## src/rtl/ika2151_pkg.sv

```systemverilog
// ika2151_pkg: shared register map, control-bit indices and FSM encodings for the OPM timer controller.
package ika2151_pkg;
  localparam logic [7:0] ADDR_TEST   = 8'h01;
  localparam logic [7:0] ADDR_CLKA1  = 8'h10;
  localparam logic [7:0] ADDR_CLKA2  = 8'h11;
  localparam logic [7:0] ADDR_CLKB   = 8'h12;
  localparam logic [7:0] ADDR_TMRCTL = 8'h14;
  localparam int BIT_RUNA   = 0;
  localparam int BIT_RUNB   = 1;
  localparam int BIT_IRQENA = 2;
  localparam int BIT_IRQENB = 3;
  localparam int BIT_FRSTA  = 4;
  localparam int BIT_FRSTB  = 5;
  localparam int BIT_CSM    = 7;
  typedef enum logic {B_IDLE, B_CNT} busy_state_t;
  typedef enum logic [1:0] {C_IDLE, C_ARM, C_RUN} csm_state_t;
endpackage

```

## src/rtl/ika2151_busy_cnt.sv

```systemverilog
// ika2151_busy_cnt: tick-gated down-counter with load and zero flag; saturates at zero.
module ika2151_busy_cnt
  import ika2151_pkg::*;
#(
  parameter int W = 8
) (
  input  logic         clk,
  input  logic         rst_n,
  input  logic         en,
  input  logic         load,
  input  logic [W-1:0] load_val,
  output logic         zero
);
  logic [W-1:0] cnt_q, cnt_d;
  always_comb cnt_d = !en ? cnt_q : load ? load_val : (cnt_q != '0) ? cnt_q - 1'b1 : cnt_q;
  always_ff @(posedge clk or negedge rst_n)
    if (!rst_n) cnt_q <= '0;
    else cnt_q <= cnt_d;
  assign zero = (cnt_q == '0);
endmodule

```

## src/rtl/ika2151_timer_ctrl.sv

```systemverilog
// ika2151_timer_ctrl: OPM timer register decode, flag-reset strobes, BUSY handshake and CSM key-on sequencer.
// Optional IKA2151_TIMER_CTRL_WRQUEUE_EN: holds one data write issued during BUSY and commits it once BUSY drops.
module ika2151_timer_ctrl
  import ika2151_pkg::*;
#(
  parameter int BUSY_TICKS = 64
) (
  input  logic       i_EMUCLK,
  input  logic       i_MRST_n,
  input  logic       i_phi1_NCEN_n,
  input  logic       i_CYCLE_31,
  input  logic       i_CS_n,
  input  logic       i_WR_n,
  input  logic       i_A0,
  input  logic [7:0] i_D,
  input  logic       i_TIMERA_OVFL,
  output logic [7:0] o_CLKA1,
  output logic [1:0] o_CLKA2,
  output logic [7:0] o_CLKB,
  output logic       o_TIMERA_RUN,
  output logic       o_TIMERB_RUN,
  output logic       o_TIMERA_IRQ_EN,
  output logic       o_TIMERB_IRQ_EN,
  output logic       o_TIMERA_FRST,
  output logic       o_TIMERB_FRST,
  output logic [7:0] o_TEST,
  output logic       o_BUSY,
  output logic       o_CSM_KON,
  output logic [4:0] o_CSM_SLOT
);
  logic        tick, wr_req, wr_edge, data_wr, busy, busy_zero, we, hit_ctl, csm_clr, csm_on;
  logic [7:0]  wa, wd;
  logic        wr_prev_q, wr_prev_d, pend_q, pend_d;
  logic [7:0]  addr_q, addr_d, test_q, test_d, clka1_q, clka1_d, clkb_q, clkb_d;
  logic [1:0]  clka2_q, clka2_d, frst_q, frst_d;
  logic [4:0]  ctl_q, ctl_d, slot_q, slot_d;
  busy_state_t bst_q, bst_d;
  csm_state_t  cst_q, cst_d;
  assign tick    = ~i_phi1_NCEN_n;
  assign wr_req  = ~i_CS_n & ~i_WR_n;
  assign wr_edge = tick & wr_req & ~wr_prev_q;
  assign data_wr = wr_edge & i_A0;
  assign busy    = (bst_q == B_CNT);
`ifdef IKA2151_TIMER_CTRL_WRQUEUE_EN
  logic       hold_v_q, hold_v_d, commit;
  logic [7:0] hold_a_q, hold_a_d, hold_d_q, hold_d_d;
  assign commit = tick & ~busy & hold_v_q;
  assign we     = commit | (data_wr & ~busy);
  assign wa     = commit ? hold_a_q : addr_q;
  assign wd     = commit ? hold_d_q : i_D;
  always_comb begin
    hold_v_d = (data_wr & (busy | commit)) ? 1'b1 : commit ? 1'b0 : hold_v_q;
    hold_a_d = (data_wr & (busy | commit)) ? addr_q : hold_a_q;
    hold_d_d = (data_wr & (busy | commit)) ? i_D : hold_d_q;
  end
  always_ff @(posedge i_EMUCLK or negedge i_MRST_n)
    if (!i_MRST_n) begin
      hold_v_q <= 1'b0;
      hold_a_q <= '0;
      hold_d_q <= '0;
    end else begin
      hold_v_q <= hold_v_d;
      hold_a_q <= hold_a_d;
      hold_d_q <= hold_d_d;
    end
`else
  assign we = data_wr & ~busy;
  assign wa = addr_q;
  assign wd = i_D;
`endif
  assign hit_ctl = we & (wa == ADDR_TMRCTL);
  assign csm_clr = hit_ctl & ~wd[BIT_CSM];
  assign csm_on  = ctl_q[4];
  ika2151_busy_cnt #(.W(8)) u_busy_cnt (
    .clk      (i_EMUCLK),
    .rst_n    (i_MRST_n),
    .en       (tick),
    .load     (we),
    .load_val (8'(BUSY_TICKS - 1)),
    .zero     (busy_zero)
  );
  always_comb begin
    wr_prev_d = tick ? wr_req : wr_prev_q;
    addr_d    = (wr_edge & ~i_A0) ? i_D : addr_q;
    test_d    = (we & (wa == ADDR_TEST)) ? wd : test_q;
    clka1_d   = (we & (wa == ADDR_CLKA1)) ? wd : clka1_q;
    clka2_d   = (we & (wa == ADDR_CLKA2)) ? wd[1:0] : clka2_q;
    clkb_d    = (we & (wa == ADDR_CLKB)) ? wd : clkb_q;
    ctl_d     = hit_ctl ? {wd[BIT_CSM], wd[BIT_IRQENB], wd[BIT_IRQENA], wd[BIT_RUNB], wd[BIT_RUNA]} : ctl_q;
    frst_d    = tick ? {hit_ctl & wd[BIT_FRSTB], hit_ctl & wd[BIT_FRSTA]} : frst_q;
    bst_d     = we ? B_CNT : (tick & busy & busy_zero) ? B_IDLE : bst_q;
  end
  // CSM sequencer; overflow is judged against the CSM bit as it stood before this tick's write
  always_comb begin
    cst_d  = cst_q;
    pend_d = pend_q;
    if (tick) begin
      if (csm_clr) begin
        cst_d  = C_IDLE;
        pend_d = 1'b0;
      end else begin
        case (cst_q)
          C_IDLE: cst_d = (i_TIMERA_OVFL & csm_on) ? C_ARM : C_IDLE;
          C_ARM:  cst_d = i_CYCLE_31 ? C_RUN : C_ARM;
          C_RUN: begin
            if (slot_q == 5'd31) begin
              cst_d  = (pend_q | (i_TIMERA_OVFL & csm_on)) ? C_ARM : C_IDLE;
              pend_d = 1'b0;
            end else begin
              pend_d = pend_q | (i_TIMERA_OVFL & csm_on);
            end
          end
          default: cst_d = C_IDLE;
        endcase
      end
    end
    slot_d = !tick ? slot_q : (cst_q == C_RUN && cst_d == C_RUN) ? slot_q + 5'd1 : 5'd0;
  end
  always_ff @(posedge i_EMUCLK or negedge i_MRST_n)
    if (!i_MRST_n) begin
      wr_prev_q <= 1'b0;
      addr_q    <= '0;
      test_q    <= '0;
      clka1_q   <= '0;
      clka2_q   <= '0;
      clkb_q    <= '0;
      ctl_q     <= '0;
      frst_q    <= '0;
      bst_q     <= B_IDLE;
      cst_q     <= C_IDLE;
      pend_q    <= 1'b0;
      slot_q    <= '0;
    end else begin
      wr_prev_q <= wr_prev_d;
      addr_q    <= addr_d;
      test_q    <= test_d;
      clka1_q   <= clka1_d;
      clka2_q   <= clka2_d;
      clkb_q    <= clkb_d;
      ctl_q     <= ctl_d;
      frst_q    <= frst_d;
      bst_q     <= bst_d;
      cst_q     <= cst_d;
      pend_q    <= pend_d;
      slot_q    <= slot_d;
    end
  assign o_TEST          = test_q;
  assign o_CLKA1         = clka1_q;
  assign o_CLKA2         = clka2_q;
  assign o_CLKB          = clkb_q;
  assign o_TIMERA_RUN    = ctl_q[0];
  assign o_TIMERB_RUN    = ctl_q[1];
  assign o_TIMERA_IRQ_EN = ctl_q[2];
  assign o_TIMERB_IRQ_EN = ctl_q[3];
  assign o_TIMERA_FRST   = frst_q[0];
  assign o_TIMERB_FRST   = frst_q[1];
  assign o_BUSY          = busy;
  assign o_CSM_KON       = (cst_q == C_RUN);
  assign o_CSM_SLOT      = slot_q;
endmodule

```

## config.mk

```make
export PLATFORM = sky130hd
export DESIGN_NAME = ika2151_timer_ctrl
export DESIGN_NICKNAME = d
export VERILOG_FILES = /design/src/rtl/ika2151_pkg.sv /design/src/rtl/ika2151_busy_cnt.sv /design/src/rtl/ika2151_timer_ctrl.sv
export SDC_FILE = /design/constraint.sdc
export NUM_CORES = 1
export LEC_CHECK = 0
export CAP_MARGIN = 20
export CORE_ASPECT_RATIO = 0.9
export CORE_MARGIN = 5
export CORE_UTILIZATION = 40
export CTS_CLUSTER_SIZE = 20
export DETAILED_ROUTE_END_ITERATION = 6
export PLACE_DENSITY_LB_ADDON = 0.2
export SLEW_MARGIN = 20
export SYNTH_ARGS = -nofsm -noshare
export SYNTH_HDL_FRONTEND = slang
export SYNTH_SLANG_ARGS = --single-unit
```

## constraint.sdc

```tcl
create_clock -name i_EMUCLK -period 3.1 [get_ports i_EMUCLK]
set_input_delay 0.31 -clock i_EMUCLK [delete_from_list [all_inputs] [get_ports i_EMUCLK]]
set_output_delay 0.31 -clock i_EMUCLK [all_outputs]
set_load 0.02 [all_outputs]
```

# ---- Yosys cells after proc, flatten, opt, wreduce, memory -nomap -nowiden
# Index checks and enable logic that the tools add are counted.
dict set report classes {
  muxes 15
  eq_ne 9
  bitwise_logic 25
  n_reduce_logical 9
  addsub 2
}
# op n
set ops {}
lappend ops {{8-bit by 5-bit == test with 1-bit output (second input constant)} 4}
lappend ops {{1-bit AND} 17}
lappend ops {{8-bit 2-to-1 mux} 2}
lappend ops {{8-bit by 1-bit == test with 1-bit output (second input constant)} 1}
lappend ops {{8-bit logical NOT} 1}
lappend ops {{2-bit 2-to-1 mux} 4}
lappend ops {{8-bit nonzero test} 1}
lappend ops {{8-bit by 1-bit subtractor with 8-bit output (second input constant)} 1}
lappend ops {{1-bit 2-to-1 mux} 7}
lappend ops {{1-bit inverter} 7}
lappend ops {{2-bit case mux with 3 select lines} 1}
lappend ops {{2-bit nonzero test} 3}
lappend ops {{5-bit by 1-bit adder with 5-bit output (second input constant)} 1}
lappend ops {{5-bit == test (second input constant)} 1}
lappend ops {{5-bit 2-to-1 mux} 1}
lappend ops {{2-bit == test (second input constant)} 2}
lappend ops {{2-bit AND reduction} 2}
lappend ops {{2-bit by 1-bit == test with 1-bit output (second input constant)} 1}
lappend ops {{2-bit logical NOT} 1}
lappend ops {{1-bit logical AND} 1}
lappend ops {{1-bit bitwise OR} 1}
dict set report totals {
  word_cells 73
  out_inout_bits 39
  regBits 59
}

# ---- Longest topological paths before layout
# Gate-level depths: netlist of run 1.
dict set report depth {
  depth_word 13
  mapped_depth 7
  depth_no_buf 7
}

# ---- Modules after synthesis
# A second synthesis of run 1 with hierarchy kept.
dict set report unflattened {
  cells_unflattened 223
  area_unflattened_um2 2742.6
}
# module cells_per_inst area_each_um2 instances
set modules_own_cells {}
lappend modules_own_cells {ika2151_timer_ctrl 163 2197.1 1}
lappend modules_own_cells {ika2151_busy_cnt 60 545.5 1}

# ---- Least setup slack after synthesis of run 1
# No wires, ideal clock.
dict set report synth_timing {
  path_type {flip-flop to flip-flop}
  start {reg addr_q[3]}
  end {reg clkb_q[0], in the netlist o_CLKB[0]}
  arrival_time_ns 1.759
  slack_ns 1.216
  n_path_buf 0
  setup_time_ns 0.125
  stages_incl_launch_ff 4
  required_ns 2.975
  period_less_slack_ns 1.884
  cell_sequence {dfrtp_1 -> or4_4 -> nor4b_4 -> mux2_2}
}
dict set report synth_between {
  elab_chain_len 2
}
# element line
set synth_rtl {}
lappend synth_rtl {{from (decl)} ika2151_timer_ctrl.sv:34} ;# logic [7:0] addr_q, addr_d, test_q, test_d, clka1_q, clka1_d, clkb_q, clkb_d;
lappend synth_rtl {{from (signal assigned)} ika2151_timer_ctrl.sv:135} ;# addr_q <= addr_d;
lappend synth_rtl {{8-bit by 5-bit == test with 1-bit output} ika2151_timer_ctrl.sv:88} ;# clkb_d = (we & (wa == ADDR_CLKB)) ? wd : clkb_q;
lappend synth_rtl {{1-bit AND} ika2151_timer_ctrl.sv:88}
lappend synth_rtl {{to (signal assigned)} ika2151_timer_ctrl.sv:139} ;# clkb_q <= clkb_d;
lappend synth_rtl {{to (decl)} ika2151_timer_ctrl.sv:34}
# No other way between the ends.
# A chain may end at the register's enable or synchronous reset.

# ---- Final worst setup path of run 1
dict set report layout_timing {
  start {in i_CS_n}
  end {reg clkb_q[5], in the netlist o_CLKB[5]}
}
dict set report layout_between {
  elab_chain_len 7
}
# element line
set layout_rtl {}
lappend layout_rtl {{from (decl)} ika2151_timer_ctrl.sv:12} ;# input logic i_CS_n,
lappend layout_rtl {{1-bit inverter} ika2151_timer_ctrl.sv:40} ;# assign wr_req = ~i_CS_n & ~i_WR_n;
lappend layout_rtl {{1-bit AND} ika2151_timer_ctrl.sv:40}
lappend layout_rtl {{1-bit AND (2 in series)} ika2151_timer_ctrl.sv:41} ;# assign wr_edge = tick & wr_req & ~wr_prev_q;
lappend layout_rtl {{1-bit AND} ika2151_timer_ctrl.sv:42} ;# assign data_wr = wr_edge & i_A0;
lappend layout_rtl {{1-bit AND} ika2151_timer_ctrl.sv:67} ;# assign we = data_wr & ~busy;
lappend layout_rtl {{1-bit AND} ika2151_timer_ctrl.sv:88}
# No other way between the ends.

==> results.py, run 1 <==
metrics = {
    "clock_tree": {
        "insertion_delay_ps": 340,
        "cts-root-buf": "clkbuf_8",
        "cts_buffers": 9,
        "cts.sinks": 59,
        "h-tree-depth": 3,
        "clockBufferDepth": 2,
        "ctsResizeCount": 0,
        "cts_tree": "yes",
        "clk_pin_slew_ps": 70,
        "cts_hold_buffers": 0,
        "post-cts-setup-buffers": 0,
    },
    "grt": {
        "antenna_found_initial": 0,
        "grt-ovfl-total": 0,
        "grt_pass1_wl_um": 9390,
        "grt_pass1_vias": 1899,
        "grt_max_degree": 51,
        "gr-usage-all-layers_pct": 14.9,
    },
    "routing": {
        "wl_per_cell_um": 15.4,
        "drcViolationCount": 0,
        "detail-route-antenna-nets": 0,
        "vias": 1898,
        "dr.pass1.iters": 4,
        "via_per_inst": 5.19,
        "drt_wl_total_um": 5620,
        "drt_iter0_markers": 75,
    },
    "pwr": {
        "p_clk_share_pct": 35.8,
        "powerDensity_nw_per_um2": 598,
        "p_int_mw": 1.51,
        "seq_power_share_pct": 46.4,
        "p_leak_nw": 1.54,
        "swShare_pct": 27.8,
        "p_switching_mw": 0.581,
        "vdd_ir_drop_max_mv": 0.329,
        "combPwrFrac_pct": 17.8,
    },
    "yosys": {
        "yosys.area.top_type_share_pct": 56.0,
        "synth_area_leaders": "dfrtp_1 56%, mux2_2 17%, o21ai_0 1.9%",
        "synth_enable_flop_cells": 0,
        "syn_area_per_cell_sq_um": 12.6,
        "synth_ff_type": "dfrtp_1",
        "yosysWarningCount": 0,
        "synth_top_area_cell": "dfrtp_1",
        "synthAdderAreaFrac_pct": 1.42,
        "synth-seq-cells": 59,
        "syn_nets": 228,
        "synth_xor_area_share_pct": 0,
        "synth_cell_types": 40,
        "synth_top_family_by_area": "multiplexers",
        "yosysSeqAreaShare_pct": 56.0,
        "synth-compound-area-share_pct": 6.74,
        "netlist_area_sq_um": 2640,
        "synth-async-reset-ratio_pct": 100,
        "synth_mux_area_share_pct": 18.2,
        "synth-simple-area-share_pct": 16.0,
        "synthCells": 209,
    },
    "worst_setup_path": {
        "reg2reg_from": "addr_q[3]$_DFFE_PN0P_",
        "cp-start-kind": "primary input",
        "worstSetupPathType": "primary input to register",
        "reg2reg_depth": 3,
        "crit_required_ps": 3320,
        "cp_max_fo": 8,
        "r2r-end": "o_CLKB[5]$_DFFE_PN0P_",
        "cp-startpoint": "i_CS_n",
        "crit_path_end_kind": "register",
        "critical_path_arrival_ps": 2430,
        "r2r_slack_ps": 1020,
    },
    "die": {
        "start_util_pct": 40.7,
        "core_area_sq_um": 6480,
        "ios": 55,
        "die_w_um": 95.6,
        "dieArea_sq_um": 8320,
        "rows": 28,
        "die_y_um": 87.0,
    },
    "outcome": {
        "failed_checks": "hold timing",
        "outcome": "complete, but fails checks",
    },
    "cells_and_area": {
        "fillerInstances": 563,
        "seq_area_sq_um": 1480,
        "fin_area_sq_um": 3490,
        "multiInputGateArea_sq_um": 1120,
        "antenna-diode-count": 0,
        "area_growth_pct": 32.4,
        "drive_gt1_share_pct": 24.6,
        "nNetsFinal": 290,
    },
    "timing": {
        "fin_hold_ws_ps": -25.0,
        "slew_violations": 0,
        "fin_crit_sh_pct": 71.2,
        "tightest_slew_ps": 750,
        "hold_viol": 16,
        "max_freq_mhz": 453,
        "slew_headroom_pct": 49.9,
        "skew_ps": 9.14,
        "finalCriticalPeriod_ps": 2210,
        "setup_tns_ps": 0,
        "rsz0062_at_grt": "no",
        "finalSetupViolations": 0,
    },
    "placement": {
        "placed_area_sq_um": 3280,
        "gp_congestion": 0.762,
        "hpwl_um": 3880,
        "place.port_buffers": 54,
    },
    "worst_hold_path": {
        "hp-class": "primary input to asynchronous set/reset pin",
    },
    "flow_run": {
        "max_cap_violations": 0,
    },
}
==> power groups by stage <==
| stage | clock, mW | sequential, mW | combinational [mW] |
|---|---|---|---|
| CTS | 0.775 | 0.970 | 0.377 |
| finish | 0.749 | 0.970 | 0.371 |
| floorplan | 0 | 0.981 | 0.224 |
| detailed placement | 0 | 0.984 | 0.376 |
| global placement | 0 | 0.979 | 0.366 |
| global route | 0.801 | 0.986 | 0.422 |
==> cells by family after synthesis <==
logic type               Yosys count
AO/OA/AOI/OAI                     28
adder cells (fa/ha/maj)            3
buffers and inverters             11
flip-flops                        59
multiplexers                      43
AND/OR/NAND/NOR                   65
==> layer usage <==
metal	track usage [%]	part of all wire, %	up-vias
met2	21.9	44	46
met3	6.91	8.0	7
met5	0	0	-
met4	4.65	1.1	0
li1	-	-	899
met1	19.7	46	946
==> flip-flops by register name, summed over array words and instances, names as in the netlist, 2 cells and up <==
| register | flops |
|---|---|
| cst_q | 2 |
| o_CLKA1 | 8 |
| frst_q | 2 |
| addr_q | 8 |
| o_CLKB | 8 |
| ctl_q | 5 |
| o_CSM_SLOT | 5 |
| o_TEST | 8 |
| o_CLKA2 | 2 |
| u_busy_cnt.cnt_q | 8 |
==> cell usage in the layout (no fill, tap or decap), types with 3 or more instances in the layout <==
cell,n
or4_1,3
a21oi_1,4
buf_4,3
or3_1,4
nand2_1,10
ha_1,3
clkdlybuf4s50_1,53
or2_2,3
nor2_1,8
nand2b_1,4
nand3_1,7
dfrtp_1,59
nor3_1,3
a31oi_1,4
clkbuf_8,9
and2_1,3
nor2b_1,3
mux2_2,40
inv_1,6
mux2i_1,3
o21ai_0,10
==> through the flow <==
step | total power [mW] | util, % | worst slack (ps) | hold WS [ps] | instances
after floorplan | 1.20 | - | 1220 | 14.4 | 209
after global placement | 1.35 | 50.6 | 533 | 487 | 350
after detailed placement | 1.36 | 50.7 | 464 | 375 | 350
after CTS | 2.12 | 53.9 | 851 | 2.48 | 366
after global routing | 2.21 | 53.9 | 735 | 25.5 | 366
final | 2.09 | 53.9 | 892 | -25.0 | 366
==> worst max-delay path by stage <==
stage                                  to  slack (ps)  depth (start not counted)
floorplan           o_CLKB[0]$_DFFE_PN0P_        1220                          3
global placement    o_CLKB[3]$_DFFE_PN0P_         530                          5
detailed placement  o_CLKB[6]$_DFFE_PN0P_         460                          5
CTS                 o_CLKB[6]$_DFFE_PN0P_         850                          5
global route        o_CLKB[3]$_DFFE_PN0P_         740                          5
finish              o_CLKB[5]$_DFFE_PN0P_         890                          5
==> cells in the mapped netlist, types with 2 or more instances <==
master	number
dfrtp_1	59
mux2_2	40
nand2_1	10
o21ai_0	10
nor2_1	8
nand3_1	7
inv_1	6
a21oi_1	4
a31oi_1	4
clkbuf_1	4
nand2b_1	4
or3_1	4
and2_1	3
ha_1	3
mux2i_1	3
nor2b_1	3
nor3_1	3
or2_2	3
or4_1	3
a22o_1	2
a22oi_1	2
nand4_1	2
nand4b_2	2
nor3b_1	2
nor4_1	2
o31ai_1	2
==> critical path, cell delays in order <==
cell,delay [ps]
clkdlybuf4s50_1,460
nor4_4,450
nand4b_2,240
nor4b_4,570
mux2_2,400
==> area by class of cell <==
cell class | count | area share, %
Clock inverter | 5 | 2.22
Sequential cell | 59 | 42.3
Tap cell | 90 | 3.22
Inverter | 6 | 0.645
Clock buffer | 11 | 3.76
Multi-Input combinational cell | 139 | 32.0
Timing Repair Buffer | 56 | 15.8
No activity file was read; power rests on OpenSTA's default activity.
==> inputs of run 2 (changes only) <==
clock period = 2 ns   (was 3.1 ns; I/O delays follow)
==> results.py, run 2 (synthesis results as in run 1) <==
metrics = {
    "outcome": {
        "outcome": "complete, no violations",
    },
    "routing": {
        "vias": 1953,
        "drt_iter0_markers": 79,
        "met3WireLength_um": 455,
        "via_per_inst": 5.02,
        "drcViolationCount": 0,
        "wl_per_cell_um": 15.0,
        "wl_met2_um": 2600,
        "drt_wl_total_um": 5840,
        "top_layer_used": "met4",
        "detail-route-antenna-nets": 0,
        "dr.pass1.iters": 4,
        "wl_met1_um": 2720,
    },
    "clock_tree": {
        "cts_buffers": 9,
        "clk_pin_slew_ps": 60,
        "clockBufferDepth": 2,
        "cts_tree": "yes",
        "cts-root-buf": "clkbuf_8",
        "insertion_delay_ps": 340,
        "post-cts-setup-buffers": 0,
        "cts.sinks": 59,
        "h-tree-depth": 3,
    },
    "die": {
        "die_y_um": 87.0,
        "core_area_sq_um": 6480,
        "start_util_pct": 40.7,
        "dieArea_sq_um": 8320,
        "rows": 28,
        "ios": 55,
        "die_w_um": 95.6,
    },
    "placement": {
        "place.port_buffers": 54,
        "place_inst": 373,
        "gp_congestion": 0.764,
        "hpwl_um": 4100,
        "placed_area_sq_um": 3470,
        "place_ws_ps": -144,
    },
    "cells_and_area": {
        "fin_area_sq_um": 3690,
        "post-route-util_pct": 56.9,
        "antenna-diode-count": 0,
        "area_growth_pct": 39.8,
        "final_cell_mix": "59 x dfrtp_1, 53 x clkdlybuf4s50_1, 40 x mux2_2",
        "final_common_cell": "dfrtp_1",
        "finalNonFillerCells": 389,
        "drive_gt1_share_pct": 30.4,
        "nNetsFinal": 314,
    },
    "timing": {
        "finalCriticalPeriod_ps": 1890,
        "slew_violations": 0,
        "slew_headroom_pct": 73.8,
        "setup_tns_ps": 0,
        "worst_slack_ps": 109,
        "rsz0062_at_grt": "no",
        "max_freq_mhz": 529,
        "tightest_slew_ps": 390,
        "hold_viol": 0,
        "skew_ps": 7.96,
        "fin_crit_sh_pct": 94.5,
        "fin_hold_ws_ps": 386,
        "finalSetupViolations": 0,
    },
    "grt": {
        "grt_pass1_wl_um": 9970,
        "grt_pass1_vias": 2002,
        "gr-usage-all-layers_pct": 15.9,
        "grt_max_degree": 60,
        "antenna_found_initial": 0,
        "grt-ovfl-total": 0,
    },
    "pwr": {
        "powerDensity_nw_per_um2": 891,
        "p_leak_nw": 1.67,
        "p_int_mw": 2.37,
        "vdd_ir_drop_max_mv": 0.452,
        "seq_power_share_pct": 45.7,
        "finalPower_mw": 3.29,
        "swShare_pct": 27.9,
        "combPwrFrac_pct": 19.2,
        "p_clk_share_pct": 35.1,
        "p_switching_mw": 0.917,
    },
    "flow_run": {
        "max_cap_violations": 0,
    },
    "worst_setup_path": {
        "worstSetupPathType": "register to register",
        "critical_path_arrival_ps": 2160,
        "cp-start-kind": "register",
        "crit_path_end_kind": "register",
        "crit_required_ps": 2260,
        "r2r_slack_ps": 110,
        "cp_max_fo": 5,
    },
    "worst_hold_path": {
        "hp-class": "primary input to asynchronous set/reset pin",
    },
}
## run 2: cell type report
| class | instances | area (sq um) |
|---|---|---|
| fill | 576 | 2790 |
| sequential | 59 | 1480 |
| multi-input combinational | 139 | 1120 |
| timing repair buffer | 80 | 746 |
| clock buffer | 10 | 128 |
| tap | 90 | 113 |
| clock inverter | 5 | 78.8 |
| inverter | 6 | 22.5 |
## run 2: repair_timing
action                                 4_1_cts  5_1_grt
setup endpoints to repair                    0        8
endpoints found under the hold margin       59        0
hold buffers                                 1        0
resized for setup                            0        1
## run 2: power by group through the flow
stage	Clock, mW	Sequential, mW	Combinational [mW]
final	1.15	1.50	0.630
after global routing	1.25	1.53	0.711
after floorplan	0	1.52	0.347
after detailed placement	0	1.52	0.632
after CTS	1.19	1.50	0.636
after global placement	0	1.52	0.616
## run 2: worst paths after layout
kind                                            startpoint                               to  depth (start not counted)
max                        u_busy_cnt.cnt_q[3]$_DFFE_PN0P_  u_busy_cnt.cnt_q[7]$_DFFE_PN0P_                          4
min                                               i_MRST_n  u_busy_cnt.cnt_q[3]$_DFFE_PN0P_                          3
max reg2reg                u_busy_cnt.cnt_q[3]$_DFFE_PN0P_  u_busy_cnt.cnt_q[7]$_DFFE_PN0P_                          4
min reg2reg                         o_CLKA1[0]$_DFFE_PN0P_           o_CLKA1[0]$_DFFE_PN0P_                          1
max in group asynchronous                         i_MRST_n           o_CLKA1[7]$_DFFE_PN0P_                          3
min in group i_EMUCLK               o_CLKA1[0]$_DFFE_PN0P_           o_CLKA1[0]$_DFFE_PN0P_                          1
## run 2: critical path, cell delays in order (launching register included)
cell and delay, ps:
dfrtp_1 410, or4_1 580, or3_1 370, a311o_1 310, a21oi_1 150
## run 2: per-layer routing
layer | GRT usage, % | vias to the layer above
met5 | 0 | -
li1 | - | 940
met4 | 4.26 | 0
met3 | 8.56 | 8
met2 | 22.9 | 51
met1 | 20.9 | 954
==> inputs of run 3 (changes only) <==
CORE_UTILIZATION = 33   (was 40)
==> results.py, run 3 (synthesis results as in run 1) <==
metrics = {
    "clock_tree": {
        "cts_buffers": 9,
        "cts.sinks": 59,
        "cts_tree": "yes",
        "cts-root-buf": "clkbuf_8",
        "post-cts-setup-buffers": 0,
        "h-tree-depth": 3,
        "insertion_delay_ps": 340,
        "clk_pin_slew_ps": 70,
        "clockBufferDepth": 2,
    },
    "timing": {
        "max_freq_mhz": 525,
        "slew_violations": 0,
        "skew_ps": 11.7,
        "slew_headroom_pct": 74.4,
        "worst_slack_ps": 96.2,
        "fin_crit_sh_pct": 95.2,
        "finalSetupViolations": 0,
        "rsz0062_at_grt": "no",
        "tightest_slew_ps": 381,
        "finalCriticalPeriod_ps": 1900,
        "hold_viol": 0,
    },
    "cells_and_area": {
        "fillerInstances": 762,
        "finalNonFillerCells": 394,
        "drive_gt1_share_pct": 29.8,
        "post-route-util_pct": 46.5,
        "final_common_cell": "dfrtp_1",
        "multiInputGateArea_sq_um": 1120,
        "antenna-diode-count": 0,
        "seq_area_sq_um": 1480,
        "final_cell_mix": "59 x dfrtp_1, 53 x clkdlybuf4s50_1, 40 x mux2_2",
        "nNetsFinal": 310,
        "area_growth_pct": 39.4,
    },
    "grt": {
        "grt_pass1_wl_um": 10300,
        "antenna_found_initial": 0,
        "grt_pass1_vias": 2002,
        "grt_max_degree": 60,
        "gr-usage-all-layers_pct": 13.3,
        "grt-ovfl-total": 0,
    },
    "pwr": {
        "p_switching_mw": 0.934,
        "vdd_ir_drop_max_mv": 0.356,
        "swShare_pct": 28.8,
        "p_leak_nw": 1.65,
        "powerDensity_nw_per_um2": 882,
        "seq_power_share_pct": 46.5,
        "p_clk_share_pct": 34.2,
        "combPwrFrac_pct": 19.3,
        "finalPower_mw": 3.24,
        "p_int_mw": 2.31,
    },
    "worst_setup_path": {
        "cp-start-kind": "register",
        "cp_slowest_cell": "or4_1",
        "path_delay_family": "simple AND/OR/NAND/NOR gates",
        "worst_path_largest_cell_delay_ps": 580,
        "r2r-end": "u_busy_cnt.cnt_q[7]$_DFFE_PN0P_",
        "cp_max_fo": 5,
        "critical_path_arrival_ps": 2160,
        "crit_buf_inv": 0,
        "reg2reg_from": "u_busy_cnt.cnt_q[3]$_DFFE_PN0P_",
        "crit_required_ps": 2260,
        "r2r_slack_ps": 100,
        "crit_path_end_kind": "register",
        "worstSetupPathType": "register to register",
        "crit_path_cell_trace": "or4_1 -> or3_1 -> a311o_1 -> a21oi_1",
        "reg2reg_depth": 4,
    },
    "routing": {
        "via_per_inst": 4.89,
        "wl_per_cell_um": 15.4,
        "drt_wl_total_um": 6070,
        "drcViolationCount": 0,
        "drt_iter0_markers": 55,
        "vias": 1928,
        "detail-route-antenna-nets": 0,
        "dr.pass1.iters": 4,
    },
    "die": {
        "die_w_um": 104,
        "ios": 55,
        "start_util_pct": 33.3,
        "die_y_um": 94.8,
        "rows": 31,
        "core_area_sq_um": 7910,
        "dieArea_sq_um": 9880,
    },
    "placement": {
        "place_inst": 378,
        "place.port_buffers": 54,
        "hpwl_um": 4250,
        "place_ws_ps": -151,
        "gp_congestion": 0.833,
    },
    "flow_run": {
        "max_cap_violations": 0,
    },
    "worst_hold_path": {
        "hp-class": "primary input to asynchronous set/reset pin",
    },
    "outcome": {
        "outcome": "complete, no violations",
    },
}
-- run 3: worst max-delay path by stage --
stage / to / slack (ps) / cells after the start / from
after floorplan: o_CLKB[0]$_DFFE_PN0P_ / 120 / 3 / addr_q[3]$_DFFE_PN0P_
after global placement: o_CLKB[3]$_DFFE_PN0P_ / -120 / 6 / i_CS_n
after detailed placement: ctl_q[2]$_DFFE_PN0N_ / -150 / 7 / i_CS_n
after CTS: o_TEST[6]$_DFFE_PN0P_ / 90 / 5 / addr_q[3]$_DFFE_PN0P_
after global routing: u_busy_cnt.cnt_q[7]$_DFFE_PN0P_ / 40 / 4 / u_busy_cnt.cnt_q[3]$_DFFE_PN0P_
final: u_busy_cnt.cnt_q[7]$_DFFE_PN0P_ / 100 / 4 / u_busy_cnt.cnt_q[3]$_DFFE_PN0P_
-- run 3: area by class of cell --
class / instances / share of cell area [%]
sequential: 59 / 40.1
multi-input combinational: 139 / 30.6
timing repair buffer: 76 / 19.8
clock buffer: 11 / 4.12
tap: 99 / 3.37
clock inverter: 4 / 1.36
inverter: 6 / 0.612
-- run 3: through the flow --
stage / setup TNS (ps) / hold slack [ps] / area [sq um]
finish: 0 / 389 / 3680
global route: 0 / 412 / 3680
CTS: 0 / 392 / 3670
detailed placement: -2840 / 233 / 3460
global placement: -2280 / 235 / 3460
floorplan: 0 / -95.6 / 2640
-- run 3: per-layer routing --
metal / share of wire (%) / GRT usage, % / vias to the layer above
li1: - / - / 933
met3: 7.4 / 6.56 / 8
met5: 0 / 0 / -
met2: 44 / 19.4 / 53
met1: 47 / 17.3 / 934
met4: 1.0 / 3.88 / 0
-- run 3: worst reg2reg max path, stage by stage, from the launching register on --
cell	delay, ps
dfrtp_1	410
or4_1	580
or3_1	370
a311o_1	320
a21oi_1	150
-- run 3: timing repair --
item / in CTS / in global routing
resized for setup: 0 / 1
hold endpoints to repair: 59 / 0
hold buffers: 1 / 0
endpoints found under the setup margin: 0 / 5
-- run 3: power by group through the flow --
stage / registers, mW / clock network, mW / logic (mW)
after global placement: 1.52 / 0 / 0.619
after floorplan: 1.52 / 0 / 0.347
after detailed placement: 1.52 / 0 / 0.629
after CTS: 1.50 / 1.15 / 0.632
after global routing: 1.53 / 1.20 / 0.709
final: 1.51 / 1.11 / 0.627
